**src/rtl/fighter_anim_seq.sv**
```systemverilog
// fighter_anim_seq
//   Per-player animation sequencer. It arbitrates move requests, steps through
//   animation frames on video-frame ticks and produces the gameplay timing flags.
// Ports:
//   vga_clk     sole clock
//   Reset       synchronous, active-high
//   frame_tick  one-cycle pulse per video frame
//   punch_req, kick_req, block_req  level requests
//   hurt_in     one-cycle pulse, player was hit
//   sprite_sel  0 idle, 1 punch, 2 kick, 3 block, 4 hurt
//   anim_step   frame index within the current move
//   hit_active  attack hitbox live (last step of punch/kick)
//   busy        not accepting new moves
//   move_done   one-cycle pulse when a punch/kick completes
module fighter_anim_seq #(
  parameter int HOLD_FRAMES = 6,
  parameter int PUNCH_STEPS = 3,
  parameter int KICK_STEPS  = 4,
  parameter int HURT_STEPS  = 2,
  parameter int COOLDOWN    = 8
) (
  input  logic       vga_clk,
  input  logic       Reset,
  input  logic       frame_tick,
  input  logic       punch_req,
  input  logic       kick_req,
  input  logic       block_req,
  input  logic       hurt_in,
  output logic [2:0] sprite_sel,
  output logic [1:0] anim_step,
  output logic       hit_active,
  output logic       busy,
  output logic       move_done
);
  localparam int HW = $clog2(HOLD_FRAMES) + 1;
  localparam int CW = $clog2(COOLDOWN) + 1;

  typedef enum logic [2:0] {
    S_IDLE, S_PUNCH, S_KICK, S_BLOCK, S_HURT, S_COOL
  } state_t;

  state_t          state_q, state_d;
  logic [HW-1:0]   hold_q, hold_d;
  logic [1:0]      step_q, step_d;
  logic [CW-1:0]   cd_q, cd_d;
  logic [2:0]      sel_q, sel_d;
  logic [1:0]      anim_q, anim_d;
  logic            hit_q, hit_d;
  logic            busy_q, busy_d;
  logic            done_q, done_d;

  logic [2:0]      n_steps;
  logic [HW-1:0]   hold_inc;
  logic [2:0]      step_inc;
  logic [CW-1:0]   cd_inc;

  always_comb begin
    state_d  = state_q;
    hold_d   = hold_q;
    step_d   = step_q;
    cd_d     = cd_q;
    done_d   = 1'b0;
    hold_inc = hold_q + 1'b1;
    step_inc = {1'b0, step_q} + 3'd1;
    cd_inc   = cd_q + 1'b1;
    case (state_q)
      S_PUNCH: n_steps = 3'(PUNCH_STEPS);
      S_KICK:  n_steps = 3'(KICK_STEPS);
      default: n_steps = 3'(HURT_STEPS);
    endcase

    // hurt overrides everything, including coincident ticks and move ends
    if (hurt_in) begin
      state_d = S_HURT;
      hold_d  = '0;
      step_d  = '0;
      cd_d    = '0;
    end else begin
      case (state_q)
        S_IDLE: begin
          hold_d = '0;
          step_d = '0;
          cd_d   = '0;
          if (kick_req)       state_d = S_KICK;
          else if (punch_req) state_d = S_PUNCH;
          else if (block_req) state_d = S_BLOCK;
        end
        S_PUNCH, S_KICK, S_HURT: begin
          if (frame_tick) begin
            if (hold_inc == HW'(HOLD_FRAMES)) begin
              hold_d = '0;
              if (step_inc == n_steps) begin
                step_d = '0;
                if (state_q == S_HURT) begin
                  state_d = S_IDLE;
                end else begin
                  state_d = S_COOL;
                  cd_d    = '0;
                  done_d  = 1'b1;
                end
              end else begin
                step_d = step_inc[1:0];
              end
            end else begin
              hold_d = hold_inc;
            end
          end
        end
        S_COOL: begin
          if (frame_tick) begin
            if (cd_inc == CW'(COOLDOWN)) begin
              state_d = S_IDLE;
              cd_d    = '0;
            end else begin
              cd_d = cd_inc;
            end
          end
        end
        S_BLOCK: if (!block_req) state_d = S_IDLE;
        default: state_d = S_IDLE;
      endcase
    end

    // outputs are decoded from the next state so they register with it
    case (state_d)
      S_PUNCH: sel_d = 3'd1;
      S_KICK:  sel_d = 3'd2;
      S_BLOCK: sel_d = 3'd3;
      S_HURT:  sel_d = 3'd4;
      default: sel_d = 3'd0;
    endcase
    anim_d = (state_d == S_PUNCH || state_d == S_KICK || state_d == S_HURT)
             ? step_d : 2'd0;
    hit_d  = (state_d == S_PUNCH && step_d == 2'(PUNCH_STEPS - 1)) ||
             (state_d == S_KICK  && step_d == 2'(KICK_STEPS - 1));
    busy_d = (state_d == S_PUNCH || state_d == S_KICK ||
              state_d == S_HURT  || state_d == S_COOL);
  end

  always_ff @(posedge vga_clk) begin
    if (Reset) begin
      state_q <= S_IDLE;
      hold_q  <= '0;
      step_q  <= '0;
      cd_q    <= '0;
      sel_q   <= '0;
      anim_q  <= '0;
      hit_q   <= 1'b0;
      busy_q  <= 1'b0;
      done_q  <= 1'b0;
    end else begin
      state_q <= state_d;
      hold_q  <= hold_d;
      step_q  <= step_d;
      cd_q    <= cd_d;
      sel_q   <= sel_d;
      anim_q  <= anim_d;
      hit_q   <= hit_d;
      busy_q  <= busy_d;
      done_q  <= done_d;
    end
  end

  assign sprite_sel = sel_q;
  assign anim_step  = anim_q;
  assign hit_active = hit_q;
  assign busy       = busy_q;
  assign move_done  = done_q;
endmodule
```
**config.mk**
```make
export PLATFORM = sky130hd
export DESIGN_NAME = fighter_anim_seq
export DESIGN_NICKNAME = d
export VERILOG_FILES = /design/src/rtl/fighter_anim_seq.sv
export SDC_FILE = /design/constraint.sdc
export NUM_CORES = 1
export LEC_CHECK = 0
export ABC_AREA = 0
export BUFFER_PORTS_ARGS = -buffer_cell sky130_fd_sc_hd__buf_4
export CELL_PAD_IN_SITES_DETAIL_PLACEMENT = 0
export CELL_PAD_IN_SITES_GLOBAL_PLACEMENT = 1
export CORE_ASPECT_RATIO = 1.5
export CORE_MARGIN = 3
export CORE_UTILIZATION = 46
export CTS_CLUSTER_DIAMETER = 60
export CTS_CLUSTER_SIZE = 14
export DETAILED_ROUTE_END_ITERATION = 8
export PLACE_DENSITY = 0.87
export SETUP_SLACK_MARGIN = 0.15
export SYNTH_ARGS = -nofsm -noshare
export SYNTH_HDL_FRONTEND = slang
export SYNTH_SLANG_ARGS = --single-unit
```
**constraint.sdc**
```tcl
create_clock -name vga_clk -period 8 [get_ports vga_clk]
set_clock_uncertainty 0.2 [all_clocks]
set_input_delay 0.8 -clock vga_clk [delete_from_list [all_inputs] [get_ports vga_clk]]
set_output_delay 0.8 -clock vga_clk [all_outputs]
set_load 0.005 [all_outputs]
```
==> Yosys cells after proc, flatten, opt, wreduce, memory -nomap -nowiden <==
Index checks and enable logic that the tools add are counted.
{ "totals": {"reg_bits": 21, "inputBits": 7, "output_inout_bits": 8, "elab_cells": 82} }
{ "op_classes": {"n_addsub": 3, "n_eq_ne": 20, "muxes": 30, "bitwise_logic": 5, "n_reduce_logical": 15} }
{ "op_table": {"columns": ["op", "n"], "rows": [
  ["$mux 3", 11],
  ["$mux 4", 8],
  ["$pmux 3 s4", 2],
  ["$eq 3x2->1 const B", 4],
  ["$eq 3x3->1 const B", 4],
  ["$pmux 4 s3", 1],
  ["$ne 2x2->1 const B", 5],
  ["$add 4x1->4 const B", 2],
  ["$mux 2", 4],
  ["$pmux 4 s2", 1],
  ["$eq 3x1->1 const B", 2],
  ["$pmux 3 s2", 1],
  ["$reduce_and 6->1", 1],
  ["$reduce_or 6->1", 1],
  ["$not 1->1", 5],
  ["$eq 2x2->1 const B", 2],
  ["$eq 4x3->1 const B", 1],
  ["$eq 4x4->1 const B", 1],
  ["$logic_or 1x1->1", 4],
  ["$pmux 2 s2", 1],
  ["$reduce_or 2->1", 2],
  ["$add 2x1->3 const B", 1],
  ["$eq 3x3->1", 1],
  ["$logic_not 3->1", 1],
  ["6 further kinds", 7]
]} }

==> Longest topological paths before layout <==
Gate-level depths: netlist (run 1).
{ "depth": {"ltp_word": 13, "mapped_depth": 9, "mapped_depth_nobuf": 8} }

==> Worst setup path after synthesis (run 1) <==
OpenSTA, ideal clock, no wires.
{ "synth_timing": {"path_kind": "register to register", "start": "reg step_q[0]", "end": "reg anim_q[0], in the netlist anim_step[0]", "setup_ns": 0.103, "arrival_time_ns": 2.338, "required_time_ns": 7.697, "slack_ns": 5.359, "path_stages_with_launch": 10, "n_path_buf": 1, "period_less_slack_ns": 2.641, "path_cell_list": "dfxtp_1 ha_1 or4b_1 a21oi_1 or2_4 and2_1 a41oi_1 and2_0 clkbuf_1 a2111oi_2"} }
{ "synth_between": {"elab_chain_cells": 12} }
{ "synth_lines": {"columns": ["item", "line_no", "rtl"], "rows": [
  ["start: declaration", "44", "logic [1:0] step_q, step_d;"],
  ["start signal: assignment", "154", "step_q <= step_d;"],
  ["$add 2x1->3", "64", "step_inc = {1'b0, step_q} + 3'd1;"],
  ["$eq 3x3->1", "92", "if (step_inc == n_steps) begin"],
  ["$mux 3", "92", null],
  ["$mux 3", "90", "if (hold_inc == HW'(HOLD_FRAMES)) begin"],
  ["$mux 3", "89", "if (frame_tick) begin"],
  ["$pmux 3 s4", "79", "case (state_q)"],
  ["$mux 3", "73", "if (hurt_in) begin"],
  ["$eq 3x1->1 / $eq 3x2->1 (equally long branches)", "132", "anim_d = (state_d == S_PUNCH || state_d == S_KICK || state_d == S_HURT)"],
  ["$logic_or 1x1->1 (2 in series)", "132", null],
  ["$not 1->1 (no source line)", null, null],
  ["$reduce_or 2->1 (no source line)", null, null],
  ["end signal: assignment", "157", "anim_q <= anim_d;"],
  ["end: declaration", "47", "logic [1:0] anim_q, anim_d;"]
]} }
Several ways; a longest one is shown, not always the timed one.
A chain may end at the register's enable or synchronous reset.

==> Final worst setup path (run 1) <==
Ends and elaborated chain as after synthesis.

==> reports/results.txt, run 1 <==
Final setup viols = 0
Reg clk slew, reported paths = 0.08 ns
Pin slew with the least headroom to its limit = 0.693 ns
Worst path bufs/invs = 0
P&R area growth vs syn = 11.5%
Post_cts resized = 0
CP Capture Type = flop
Drt first pass iters = 4
Seq. cell area = 420 µm²
CP delay by family, top = compound AO/OA/AOI/OAI gates
Pin count of the biggest net entering global routing = 21
R2R Setup Slk = 5.03 ns
FF-to-FF End = anim_step[0]$_SDFF_PP0_
Status = finished, final reports clean
Post-synth top area share = 31.8%
Hold Slack = 0.295 ns
Met1 usage = 17.9%
Grt ovf = 0
Unique masters post-synth = 53
Max transition margin = 53.4%
TritonCTS clock tree = done
DRT iter0 DRCs = 17
Clock network fraction of total power = 32.2%
Post-CTS setup buffer count = 0
Std-Cell Rows = 23
# Max-Cap Violations = 0
Most frequent cells in the layout = 22 x nor2_1, 21 x dfxtp_1, 14 x buf_4, 12 x a21oi_1, 11 x o21ai_0
Syn Inst Count = 164
Seq pwr share = 51.8%
Met3 Usage GRT = 2.29%
Max stage delay on crit path = 0.52 ns
WL per Instance = 14.1 µm
Drt via density = 5.95
Nets = 185
Final HPWL DP = 2260 µm
Via count = 1249
Initial Util = 48.8%
Worst Path Required = 7.96 ns
Hold crit path type = flop to flop
Total GRT Usage = 17.2%
Main synth FF type = dfxtp_1
Top post-synthesis cells by area = dfxtp_1 32%, nor2_1 6.3%, a21oi_1 4.5%
Largest area contributor in the netlist = dfxtp_1
Commonest non-fill, non-tap cell in the layout = nor2_1
Switching pwr = 0.0000605 W
DRC = 0
Final worst-path cycle share = 37.2%
Hold-critical path depth = 2
Boundary pin count = 15
Max clock buf depth = 2
Pins Over Slew Limit = 0
Reg2Reg Depth = 8
VDD IR max = 116 µV
H-tree depth = 1
Reg-to-Reg Start = step_q[0]$_SDFF_PP0_
Sequential fraction of the synthesis area = 31.8%
CP Cell Sequence = ha_1 -> or4b_1 -> a21oi_1 -> or2_4 -> nand2_1 -> o221ai_1 -> a311oi_1 -> a2111oi_2
Post-Syn Nets = 175
Clock Latency Late Sink = 0.26 ns
Die Y = 71.6 µm
Full die area = 3560 µm²
Setup TNS = 0 ns
Fin crit period = 2.97 ns
Hold endpoint = cd_q[3]$_SDFFE_PP0P_
Multi-input logic area = 836 µm²
Synthesized cell area = 1320 µm²
CTS Buf Count = 3
Cts hold-fix bufs = 0
Mean Syn Cell Area = 8.05 µm²
Data arrival, critical path = 2.93 ns
RSZ-0062 raised after global routing = false
CORE AREA = 2710 µm²
Vias in the first global route = 1131
Port buffer count = 14
Filler cell count = 294
Static leakage = 0.553 nW
GR met2 Demand/Resource = 34.2%
First-pass GRT wire length = 4890 µm
Sw Ratio = 27.7%
CP startpoint = step_q[0]$_SDFF_PP0_
CP Launch Type = flop
Clock tree sinks = 21
Final WL = 2950 µm
Number of flops mapped to enable cells by yosys = 0
Die width = 49.7 µm
Ys Warns = 0
CP max stage cell = or4b_1
Hold Vio Cnt, Final = 0
Gpl congestion = 0.870
Logic pwr share = 15.9%
ANT cells = 0
Power Density = 148 nW/µm²
Layout cells sized above 1 = 16.2%
CTS root buf = clkbuf_8
Pint = 0.000158 W
HP Start = cd_q[3]$_SDFFE_PP0P_
Global route hottest layer = met2
F_max = 336 MHz
Post-DRT Antenna Nets = 0
Initial antenna violation count = 0
Fraction of registers with async set/reset = 0%
Flops & latches, synth = 21
Critical Path Fanout Max = 6
Setup CP Type = flop to flop
[worst reg2reg max path, delay by kind of cell, from the launching register on]
family	cells	cell delay, ns
flops	1	0.35
compound gates	4	1.19
fa+ha+maj	1	0.35
simple gates	3	0.78
[logic make-up (layout without fill, tap and decap cells)]
group	count (synthesis)	count (layout)	synth area share, %
AOI/OAI and AO/OA	50	50	27.9
xor gates and xnor gates	1	1	0.664
adders and majority gates	4	4	3.79
buffers and inverters	14	23	4.83
DFF	21	21	31.8
muxes	1	1	0.758
and+or+nand+nor	73	73	30.2
[how the worst max path moves through the flow]
stage,end,slack (ns),cells after the start
floorplan,anim_step[0]$_SDFF_PP0_,5.36,9
global placement,anim_step[0]$_SDFF_PP0_,5.03,8
detailed placement,anim_step[0]$_SDFF_PP0_,5.03,8
CTS,anim_step[0]$_SDFF_PP0_,5.00,8
global route,anim_step[0]$_SDFF_PP0_,4.81,8
finish,anim_step[0]$_SDFF_PP0_,5.03,8
[through the flow]
step                util, %  setup WS [ns]  power (W)  instance area (µm²)  cells
finish                 54.4           5.03   0.000218                 1470    210
floorplan                 -           5.36   0.000141                 1320    164
CTS                    54.4           5.00   0.000220                 1470    210
detailed placement     52.7           5.03   0.000150                 1430    206
global route           54.4           4.81   0.000229                 1470    210
global placement       52.7           5.03   0.000149                 1430    206
[routing by layer]
layer	share of wire (%)	vias to the layer above
met2	55	29
li1	-	623
met1	41	592
met5	0	-
met3	2.8	5
met4	1.4	0
[cells in the mapped netlist, drive strengths merged (3+ instances only)]
library cell  instances
a21oi                12
dfxtp                21
inv                   5
clkbuf                3
nor2b                 5
nand3b                3
buf                   6
or3                   3
nor3                  7
nor2                 22
nor4                  4
nand2                 9
o211ai                3
o21ai                12
nand3                 3
ha                    4
and2                  4
[cell type report]
type	instances	area share [%]
multi-input cells	129	56.8
flip-flops and latches	21	28.6
repair buffers	14	7.14
well taps	37	3.15
clock buffers	4	3.06
inverters	5	1.28
[power groups by stage]
stage / Clock, W / Combinational, W / Sequential (W)
global placement: 0 / 0.0000343 / 0.000115
detailed placement: 0 / 0.0000349 / 0.000115
finish: 0.0000703 / 0.0000347 / 0.000113
floorplan: 0 / 0.0000297 / 0.000111
CTS: 0.0000718 / 0.0000349 / 0.000113
global route: 0.0000761 / 0.0000391 / 0.000114
[state kept, by name, indices dropped and copies added (netlist names)]
register / count
sprite_sel: 3
state_q: 3
hold_q: 4
cd_q: 4
hit_active: 1
anim_step: 2
step_q: 2
busy: 1
move_done: 1
Note: power is estimated with default switching activity, not from simulation.
==> inputs of run 2 (changes only) <==
Settings changed: ABC_AREA 0 to 1, CORE_UTILIZATION 46 to 37, PLACE_DENSITY 0.87 to 0.78.
Clock period 8 ns to 2.4 ns, I/O delays scaled along.
==> reports/results.txt, run 2 <==
Status = finished, final reports clean
DRC = 0 (unchanged)
Die Y = 77.8 µm (+8.7%)
Final setup viols = 0 (unchanged)
Max transition margin = 72.6% (+19 points)
Post-synth top area share = 33.0% (+1.2 points)
Flops & latches, synth = 21 (unchanged)
Max stage delay on crit path = 0.34 ns (-0.18 ns)
Reg clk slew, reported paths = 0.08 ns (about the same)
Drt via density = 4.91 (-17%)
F_max = 493 MHz (+47%)
CP Capture Type = flop
Worst Path Required = 2.35 ns (-5.61 ns)
Fraction of registers with async set/reset = 0% (unchanged)
Commonest non-fill, non-tap cell in the layout = nand2_1
Full die area = 4190 µm² (+18%)
Hold Vio Cnt, Final = 0 (unchanged)
Ys Warns = 0 (unchanged)
Top post-synthesis cells by area = dfxtp_1 33%, nand2_1 8.6%, inv_1 7.1%
RSZ-0062 raised after global routing = false
Logic pwr share = 18.4% (+2.5 points)
CORE AREA = 3220 µm² (+19%)
Final worst-path cycle share = 84.6% (+47 points)
H-tree depth = 1 (unchanged)
Via count = 1150 (-7.9%)
Sw Ratio = 28.8% (+1.1 points)
Nets = 206 (+11%)
WL per Instance = 11.7 µm (-17%)
Met1 usage = 15.0% (-2.9 points)
Dpl cell area = 1420 µm² (-0.18%)
Most frequent cells in the layout = 29 x nand2_1, 24 x inv_1, 24 x nor2_1, 21 x dfxtp_1, 15 x buf_4
Clock tree sinks = 21 (unchanged)
Sequential fraction of the synthesis area = 33.0% (+1.2 points)
Power Density = 496 nW/µm² (+230%)
Final WL = 2730 µm (-7.5%)
P&R area growth vs syn = 16.3%
Largest area contributor in the netlist = dfxtp_1
Number of flops mapped to enable cells by yosys = 0 (unchanged)
Total GRT Usage = 15.4% (-1.9 points)
Met3 Usage GRT = 3.26% (+0.98 points)
Fin util = 45.9% (-8.5 points)
CP Launch Type = flop
Syn Inst Count = 175 (+6.7%)
Synthesized cell area = 1270 µm² (-3.6%)
Critical Path Fanout Max = 6 (unchanged)
DRT iter0 DRCs = 18 (+1)
CP Cell Sequence = ha_1 -> nor2_1 -> nand3_1 -> nand2_2 -> nand2_2 -> inv_2 -> nand2_2 -> nand2_2 -> nand2_2 -> nand2_4 -> inv_2 -> o21ai_2 -> a21oi_2
TritonCTS clock tree = done
Vias in the first global route = 1136 (+0.44%)
Port buffer count = 14 (unchanged)
Filler cell count = 331 (+13%)
Pin count of the biggest net entering global routing = 13 (-38%)
Final HPWL DP = 2300 µm (+1.8%)
Most instantiated cells after synthesis = 29 x nand2_1, 24 x inv_1, 24 x nor2_1
Data arrival, critical path = 1.98 ns (-0.95 ns)
Count leader, synth = nand2_1
Worst path bufs/invs = 2 (+2)
CTS Buf Count = 3 (unchanged)
Post_cts resized = 0 (unchanged)
First-pass GRT wire length = 4800 µm (-2.0%)
Pins Over Slew Limit = 0 (unchanged)
Clock Latency Late Sink = 0.26 ns (about the same)
Setup TNS = 0 ns (unchanged)
Main synth FF type = dfxtp_1
Boundary pin count = 15 (unchanged)
Switching pwr = 0.000211 W (+250%)
# Max-Cap Violations = 0 (unchanged)
Initial Util = 39.5% (-9.3 points)
Pin slew with the least headroom to its limit = 0.411 ns (-0.283 ns)
Initial antenna violation count = 0 (unchanged)
CP dominant cell by count = nand2_2
Largest regs = cd_q: 4 flops, hold_q: 4 flops
Seq pwr share = 50.3% (-1.5 points)
CTS root buf = clkbuf_8
Hold crit path type = input port to flop
Std-Cell Rows = 25 (+8.7%)
GR met2 Demand/Resource = 28.5% (-5.6 points)
Unique masters post-synth = 33 (-38%)
ANT cells = 0 (unchanged)
Mean Syn Cell Area = 7.27 µm² (-9.7%)
Pint = 0.000523 W (+230%)
Grt ovf = 0 (unchanged)
Post-DRT Antenna Nets = 0 (unchanged)
Max clock buf depth = 2 (unchanged)
Finished Cell Area = 1480 µm² (+0.60%)
Post-Syn Nets = 186 (+6.3%)
CP max stage cell = dfxtp_1
Drt first pass iters = 4 (unchanged)
Die width = 53.9 µm (+8.3%)
Static leakage = 0.681 nW (+23%)
Setup CP Type = flop to flop
Layout cells sized above 1 = 29.4% (+13 points)
Global route hottest layer = met2
Gpl congestion = 0.785 (-9.8%)
Fin crit period = 2.03 ns (-0.945 ns)
Clock network fraction of total power = 31.4% (-0.8 points)
CP delay by family, top = simple AND/OR/NAND/NOR gates
VDD IR max = 481 µV (+320%)
-- run 2: final timing paths --
check,startpoint,to,depth (start not counted),slack (ns)
worst max register to register,step_q[0]$_SDFF_PP0_,anim_step[1]$_SDFF_PP0_,13,0.37
worst min register to register,hold_q[3]$_SDFFE_PP0P_,hold_q[3]$_SDFFE_PP0P_,2,0.29
worst max-delay path,step_q[0]$_SDFF_PP0_,anim_step[1]$_SDFF_PP0_,13,0.37
worst min-delay path,hurt_in,cd_q[0]$_SDFFE_PP0P_,3,0.13
-- run 2: cell families (layout without fill, tap and decap cells) --
kind of cell / Yosys count / in the layout / share of synthesized area (%)
simple gates: 92 / 92 / 38.3
buf+inv: 32 / 51 / 10.2
compound gates: 25 / 25 / 13.9
flops: 21 / 21 / 33.0
fa+ha+maj: 4 / 4 / 3.93
xor+xnor: 1 / 1 / 0.688
-- run 2: stage by stage --
step	setup WS, ns	total power, W	hold slack (ns)	cells
finish	0.371	0.000735	0.126	234
global route	0.174	0.000784	0.135	234
CTS	0.355	0.000746	0.131	234
detailed placement	0.372	0.000512	0.261	229
global placement	0.390	0.000511	0.264	229
floorplan	0.549	0.000472	0.102	175
-- run 2: layout make-up --
type                    count  area, µm²  area share [%]
repair buffers             16        123            8.28
multi-input cells         122        722            48.8
inverters                  31        119            8.03
clock buffers               3       41.3            2.79
well taps                  40       50.0            3.38
flip-flops and latches     21        420            28.4
clock inverters             1       5.00           0.338
-- run 2: power by group through the flow --
stage               Sequential [W]  Clock [W]  Combinational (W)
floorplan                 0.000375          0          0.0000979
global placement          0.000377          0           0.000135
detailed placement        0.000377          0           0.000134
CTS                       0.000369   0.000240           0.000136
global route              0.000371   0.000260           0.000153
finish                    0.000369   0.000230           0.000135
-- run 2: timing repair --
item,4_1_cts,5_1_grt
setup endpoints to repair,0,0
endpoints found under the hold margin,4,0
buffers inserted,0,0
hold buffers,1,0
-- run 2: per-layer routing --
metal  vias to the layer above  wire length (µm)  share of wire [%]
li1                        597                 -                  -
met1                       527              1050                 39
met2                        20              1520                 55
met3                         6               107                3.9
met4                         0                53                1.9
met5                         -                 0                  0
-- run 2: tightest hold or removal path, delay by kind of cell --
family          cells  cell delay, ns
compound gates      1            0.14
buf+inv             1            0.08
simple gates        1            0.08
